===== src/rtl/ram_64_pkg.sv =====
// Shared constants and types for the 64-word RAM.
// Banked as eight 8-word blocks selected by the upper address bits.
package ram_64_pkg;

  localparam int WORD_W      = 16;
  localparam int ADDR_W      = 6;
  localparam int BANK_ADDR_W = 3;
  localparam int BANK_DEPTH  = 1 << BANK_ADDR_W;

  typedef logic [WORD_W-1:0]      word_t;
  typedef logic [ADDR_W-1:0]      addr_t;
  typedef logic [BANK_ADDR_W-1:0] bank_addr_t;

  // Upper address bits pick the bank.
  function automatic bank_addr_t bank_of(addr_t a);
    return a[ADDR_W-1:BANK_ADDR_W];
  endfunction

  // Lower address bits pick the word inside a bank.
  function automatic bank_addr_t word_of(addr_t a);
    return a[BANK_ADDR_W-1:0];
  endfunction

endpackage


===== src/rtl/ram_64_ram_8.sv =====
// Eight-word register bank with async clear.
// Combinational read, single-edge write.
module ram_8
  import ram_64_pkg::*;
#(
  parameter int WIDTH = WORD_W
) (
  input  logic                   clk,
  input  logic                   rst,
  input  logic [WIDTH-1:0]       in,
  input  logic                   load,
  input  logic [BANK_ADDR_W-1:0] address,
  output logic [WIDTH-1:0]       out
);

  logic [WIDTH-1:0] mem_q [BANK_DEPTH];
  logic [WIDTH-1:0] mem_d [BANK_DEPTH];

  // Next state: only the addressed word takes the write data.
  always_comb begin
    mem_d = mem_q;
    if (load) begin
      mem_d[address] = in;
    end
  end

  // Storage: reset clears every word without waiting for clk.
  always_ff @(posedge clk or posedge rst) begin
    if (rst) begin
      for (int i = 0; i < BANK_DEPTH; i++) begin
        mem_q[i] <= '0;
      end
    end else begin
      mem_q <= mem_d;
    end
  end

  // Read path: straight from the flops, never bypassed from in.
  always_comb begin
    out = mem_q[address];
  end

endmodule


===== src/rtl/ram_64.sv =====
// 64-word RAM built from eight ram_8 banks.
// Load is steered to one bank; read muxes the banks.
module ram_64
  import ram_64_pkg::*;
#(
  parameter int WIDTH = WORD_W,
  parameter int DEPTH = 64
) (
  input  logic              clk,
  input  logic              rst,
  input  logic [WIDTH-1:0]  in,
  input  logic              load,
  input  logic [ADDR_W-1:0] address,
  output logic [WIDTH-1:0]  out
);

  localparam int NUM_BANKS = DEPTH / BANK_DEPTH;

  bank_addr_t       bank_sel;
  bank_addr_t       word_sel;
  logic             bank_load [NUM_BANKS];
  logic [WIDTH-1:0] bank_out  [NUM_BANKS];

  assign bank_sel = bank_of(address);
  assign word_sel = word_of(address);

  // Demux: only the selected bank sees load.
  always_comb begin
    for (int b = 0; b < NUM_BANKS; b++) begin
      bank_load[b] = load && (bank_sel == bank_addr_t'(b));
    end
  end

  for (genvar g = 0; g < NUM_BANKS; g++) begin : g_bank
    ram_8 #(
      .WIDTH(WIDTH)
    ) u_ram_8 (
      .clk    (clk),
      .rst    (rst),
      .in     (in),
      .load   (bank_load[g]),
      .address(word_sel),
      .out    (bank_out[g])
    );
  end

  // Read mux across banks.
  always_comb begin
    out = bank_out[bank_sel];
  end

endmodule


===== config.mk =====
export PLATFORM = sky130hd
export DESIGN_NAME = ram_64
export DESIGN_NICKNAME = d
export VERILOG_FILES = /design/src/rtl/ram_64_pkg.sv /design/src/rtl/ram_64_ram_8.sv /design/src/rtl/ram_64.sv
export SDC_FILE = /design/constraint.sdc
export NUM_CORES = 2
export LEC_CHECK = 0
export CELL_PAD_IN_SITES_DETAIL_PLACEMENT = 1
export CELL_PAD_IN_SITES_GLOBAL_PLACEMENT = 2
export CORE_UTILIZATION = 45
export DETAILED_ROUTE_END_ITERATION = 16
export PLACE_DENSITY_LB_ADDON = 0.08
export SLEW_MARGIN = 5
export SYNTH_ARGS = -nofsm -noshare
export SYNTH_HDL_FRONTEND = slang
export SYNTH_SLANG_ARGS = --single-unit

===== constraint.sdc =====
create_clock -name clk -period 37.5 [get_ports clk]
set_clock_uncertainty 0.05 [all_clocks]
set_input_delay 3.75 -clock clk [delete_from_list [all_inputs] [get_ports clk]]
set_output_delay 3.75 -clock clk [all_outputs]
set_load 0.03 [all_outputs]

---- Word-level counts from Yosys, hierarchy flattened ----
Index checks and enable logic that the tools add are counted.
word-level totals
  register bits after elaboration ......... 1024
  word-level logic and storage cells ...... 123
operators by class
  magnitude comparators ................... 3
  equal/unequal tests ..................... 7
  muxes and demuxes ....................... 37
  bitwise operators ....................... 2
  reduce and logical (&&, ||, !) cells .... 10
operators with widths
  cell                  number
  $bwmux W128           8
  $bmux W16 S3          9
  $mux W16              19
  $demux W16 S3         1
  $eq A3 B3 Y1 const B  4
  $logic_and A1 B1 Y1   9
  $ge A4 B4 Y1 const B  2
  $not A3 Y4            2
  $eq A3 B2 Y1 const B  2
  $lt A4 B1 Y1 const B  1
  $eq A3 B1 Y1 const B  1
  $logic_not A3 Y1      1

---- Depth between registers and ports, before layout ----
  depth in word-level cells ............... 7
  depth in mapped cells ................... 10

---- By module ----
From an unflattened synthesis, not the netlist that was laid out.
second synthesis, totals
  cell total of the unflattened synthesis .. 2801
  area, all modules ....................... 48985.7 um^2
modules (own cells, without submodules)
  module  times used  cells each  area each (um^2)
  ram_8   8           335         5979.5
  ram_64  1           121         1149.9

---- Least setup slack after synthesis ----
Ideal clock, no wire load.
  kind .................................... input -> output
  start point ............................. in address[2]
  end point ............................... out out[6]
  arrival ................................. 5.572 ns
  required time ........................... 33.700 ns
  slack ................................... 28.128 ns
  stages .................................. 7
  path buffers ............................ 3
  path through ............................ inv_1 -> buf_2 -> buf_2 -> buf_1 -> nand2_1 -> a311o_1 -> a31oi_1
between the ends
  word-level cells in the longest chain between the ends .. 7
  elaborated cells between the ends (all ways) .. 28
RTL lines
  what                                           line                RTL
  start: declaration                             ram_64.sv:13        input logic [ADDR_W-1:0] address,
  $not A3 Y4 (implied by the code) *             ram_64_ram_8.sv:40  out = mem_q[address];
  $bmux W16 S3                                   ram_64_ram_8.sv:40
  $mux W16 (implied by the code) (2 in a row)    ram_64_ram_8.sv:40
  $bmux W16 S3 *                                 ram_64.sv:49        out = bank_out[bank_sel];
  $mux W16 (implied by the code) * (2 in a row)  ram_64.sv:49
  end: declaration                               ram_64.sv:14        output logic [WIDTH-1:0] out
Mark *: on every way between the ends. The rest lies on a longest branch, timed or not. The select of a mux whose other input is x is not followed.

---- Worst setup path in the final report ----
  start point ............................. in address[1]
  end point ............................... out out[2]
The elaborated chain is that of the path after synthesis.

==> metrics.txt <==
synth warn=0; Core Area=about 100,000 sq um; H-tree depth=3; fin crit share=33.0%; vias=29,900; antenna viol nets, final=0; first-pass GRT wire length=239 mm; clock latency on the worst-skew pair=~700 ps; Final Setup Violations=0; CTS root buf=clkbuf_16; most frequent cells in the layout=mux2_2 (1,108), dfrtp_1 (1,024), clkbuf_16 (119), a22oi_1 (100), buf_4 (100); initial antenna violation count=7; vias in the first global route=~32,000; Post-CTS Hold Fix Bufs=0; Worst R2R End=g_bank[3].u_ram_8.mem_q[78]; Peak VDD IR=roughly 0.038 mV; HP Class=reg2reg; routed vias/inst=6.37; Post-Route WL=162 mm; crit path kind=in2out; post-synthesis cell area=around 47,000 sq um; Worst Tran Pin Value=1320 ps; Post-synth EDFFs=0; biggest regs=g_bank.u_ram_8.mem_q: 1024 flops; FFs w/ async S/R, synth=100%; Die W=between 300 and 400 um; IO buf count=40; Placer Congestion=around 0.84; total die area=about 110,000 sq um; Area Overhead vs Synth=11.4%; Max Cap Viol=0; gr usage total=31.1%; Cell Area, Placed=approximately 48,000 sq um; Critical Path AT=~8600 ps; unrepaired setup endpoints after global routing=no; post-route minimum period=around 12,000 ps; layout cell share with drive strength beyond 1=a little under half; Leakage Power=between 20 and 25 nW; Final Max Tran Viols=0; Core Rows=~120; Rel. slew slack=roughly an eighth; sequential share of the synthesized area=roughly 55%; Most flops, register=g_bank.u_ram_8.mem_q; Longest Clk Path Bufs=3; maximum clock rate=between 0.08 and 0.09 GHz; CP startpoint kind=input port; Initial Utilization=a little under half; Ports=41; Reg2Reg Setup Slack=about 37,000 ps; setup TNS=0 ps; fin nets=3,250; CTS tree=built; number of buffers created by CTS=114; Cells after Synth=3,281; worst path required time=between 30,000 and 40,000 ps; status=complete, no violations; hold path startpoint=g_bank[6].u_ram_8.mem_q[30]; post-synthesis cell type count=60; postcts setup bufs=0; Hold Crit Depth=1; DRC Markers=0; Resized Gates After CTS=0; design area=52,200 sq um; Primary FF master, synth=dfrtp_1; HPWL Detailed=97.9 mm; post-synth net total=3,306; reg2reg start=g_bank[3].u_ram_8.mem_q[78]; Worst R2R Path Depth=1; most common cell after layout, fill and taps aside=mux2_2; critical path endpoint category=output port; CP max FO=38; max reg flops=1,024; wire length per cell=approximately 35 um; Cell Pwr Density=roughly 55 nW/um^2; Initial DRT Pass Iterations=5; Sink Count=~1,000; Clock transition at path regs=about 50 ps; initial detailed-routing violation count=roughly 2,500; Endpoint, Worst Hold=g_bank[6].u_ram_8.mem_q[30]; Seq cells post-synth=1,024; GR Overflow Total=0; largest net degree at the start of global routing=192; Die Y=approximately 320 um; Avg Inst Size Synth=about 14 sq um; Hold Vio Cnt, Final=0
metal layers:
metal	track usage (%)	wire (um)	up-vias
li1	-	-	12100
met1	44.5	72000	16500
met2	48.5	75400	1015
met3	4.82	9270	290
met4	10.5	5530	6
met5	0	42	-
kinds of logic (layout without fill, tap and decap cells):
group,Yosys count,count (layout),share of synthesized area (%)
simple gates,241,241,2.57
compound gates,421,421,6.64
other cells,0,2,0
mux,1275,1275,32.7
buf+inv,320,356,3.42
flops,1024,1024,54.6
cell type report:
class / instances / area, sq um
inverter: 7 / 33.8
tap: 1380 / 1730
fill: 9904 / 51100
sequential: 1024 / 25600
clock inverter: 35 / 412
multi-input combinational: 1937 / 19800
antenna: 2 / 5.00
clock buffer: 173 / 3570
timing repair buffer: 141 / 1110
critical path, cell delays in order:
cell and delay, ps:
buf_8 340, buf_4 640, buf_4 630, and2_1 490, buf_4 400, a22oi_1 140
o211ai_1 220, a221oi_1 130, nor3_1 310, a2bb2oi_1 540, clkdlybuf4s50_1 800
how the worst max path moves through the flow:
stage / endpoint / start / slack, ps / cells after the start
2_1_floorplan: g_bank[0].u_ram_8.mem_q[0] / rst / 4880 / 1
3_3_place_gp: out[2] / address[1] / 25330 / 11
3_5_place_dp: out[2] / address[1] / 25310 / 11
4_1_cts: out[2] / address[1] / 25290 / 11
5_1_grt: out[2] / address[1] / 25040 / 11
6_report: out[2] / address[1] / 25140 / 11
synthesized netlist by cell type, drive strengths merged, types with 7 or more instances:
cell type / count / area [sq um]
clkbuf: 132 / 495
o21ai: 46 / 230
a22o: 13 / 114
o22ai: 18 / 113
nand2b: 7 / 43.8
dfrtp: 1024 / 25600
a21oi: 55 / 275
a31oi: 14 / 87.6
nor3: 9 / 71.3
a22oi: 100 / 751
nor2: 94 / 458
mux2i: 69 / 691
o211ai: 13 / 97.6
a221oi: 89 / 780
a222oi: 11 / 110
nand3: 16 / 100
nor2b: 7 / 43.8
buf: 181 / 1080
o2bb2ai: 7 / 61.3
o221ai: 8 / 70.1
a221o: 13 / 130
mux4: 95 / 2140
nand2: 84 / 333
mux2: 1111 / 12500
inv: 7 / 26.3
nand4: 9 / 56.3
power by group:
group          switching, mW  internal [mW]
clock                  0.467          0.713
sequential            0.0750           1.25
combinational          0.202          0.181
total                  0.744           2.15
stage by stage:
| stage | utilization (%) | hold WS, ps | power [mW] | instances | setup slack (ps) |
|---|---|---|---|---|---|
| floorplan | - | 409 | 1.59 | 3281 | 4880 |
| global placement | 46.7 | 421 | 1.70 | 4489 | 25330 |
| detailed placement | 46.7 | 438 | 1.73 | 4489 | 25310 |
| CTS | 50.6 | 452 | 2.91 | 4697 | 25290 |
| global route | 50.6 | 461 | 2.99 | 4697 | 25040 |
| finish | 50.6 | 449 | 2.89 | 4699 | 25140 |
No activity file was read; power rests on OpenSTA's default activity.
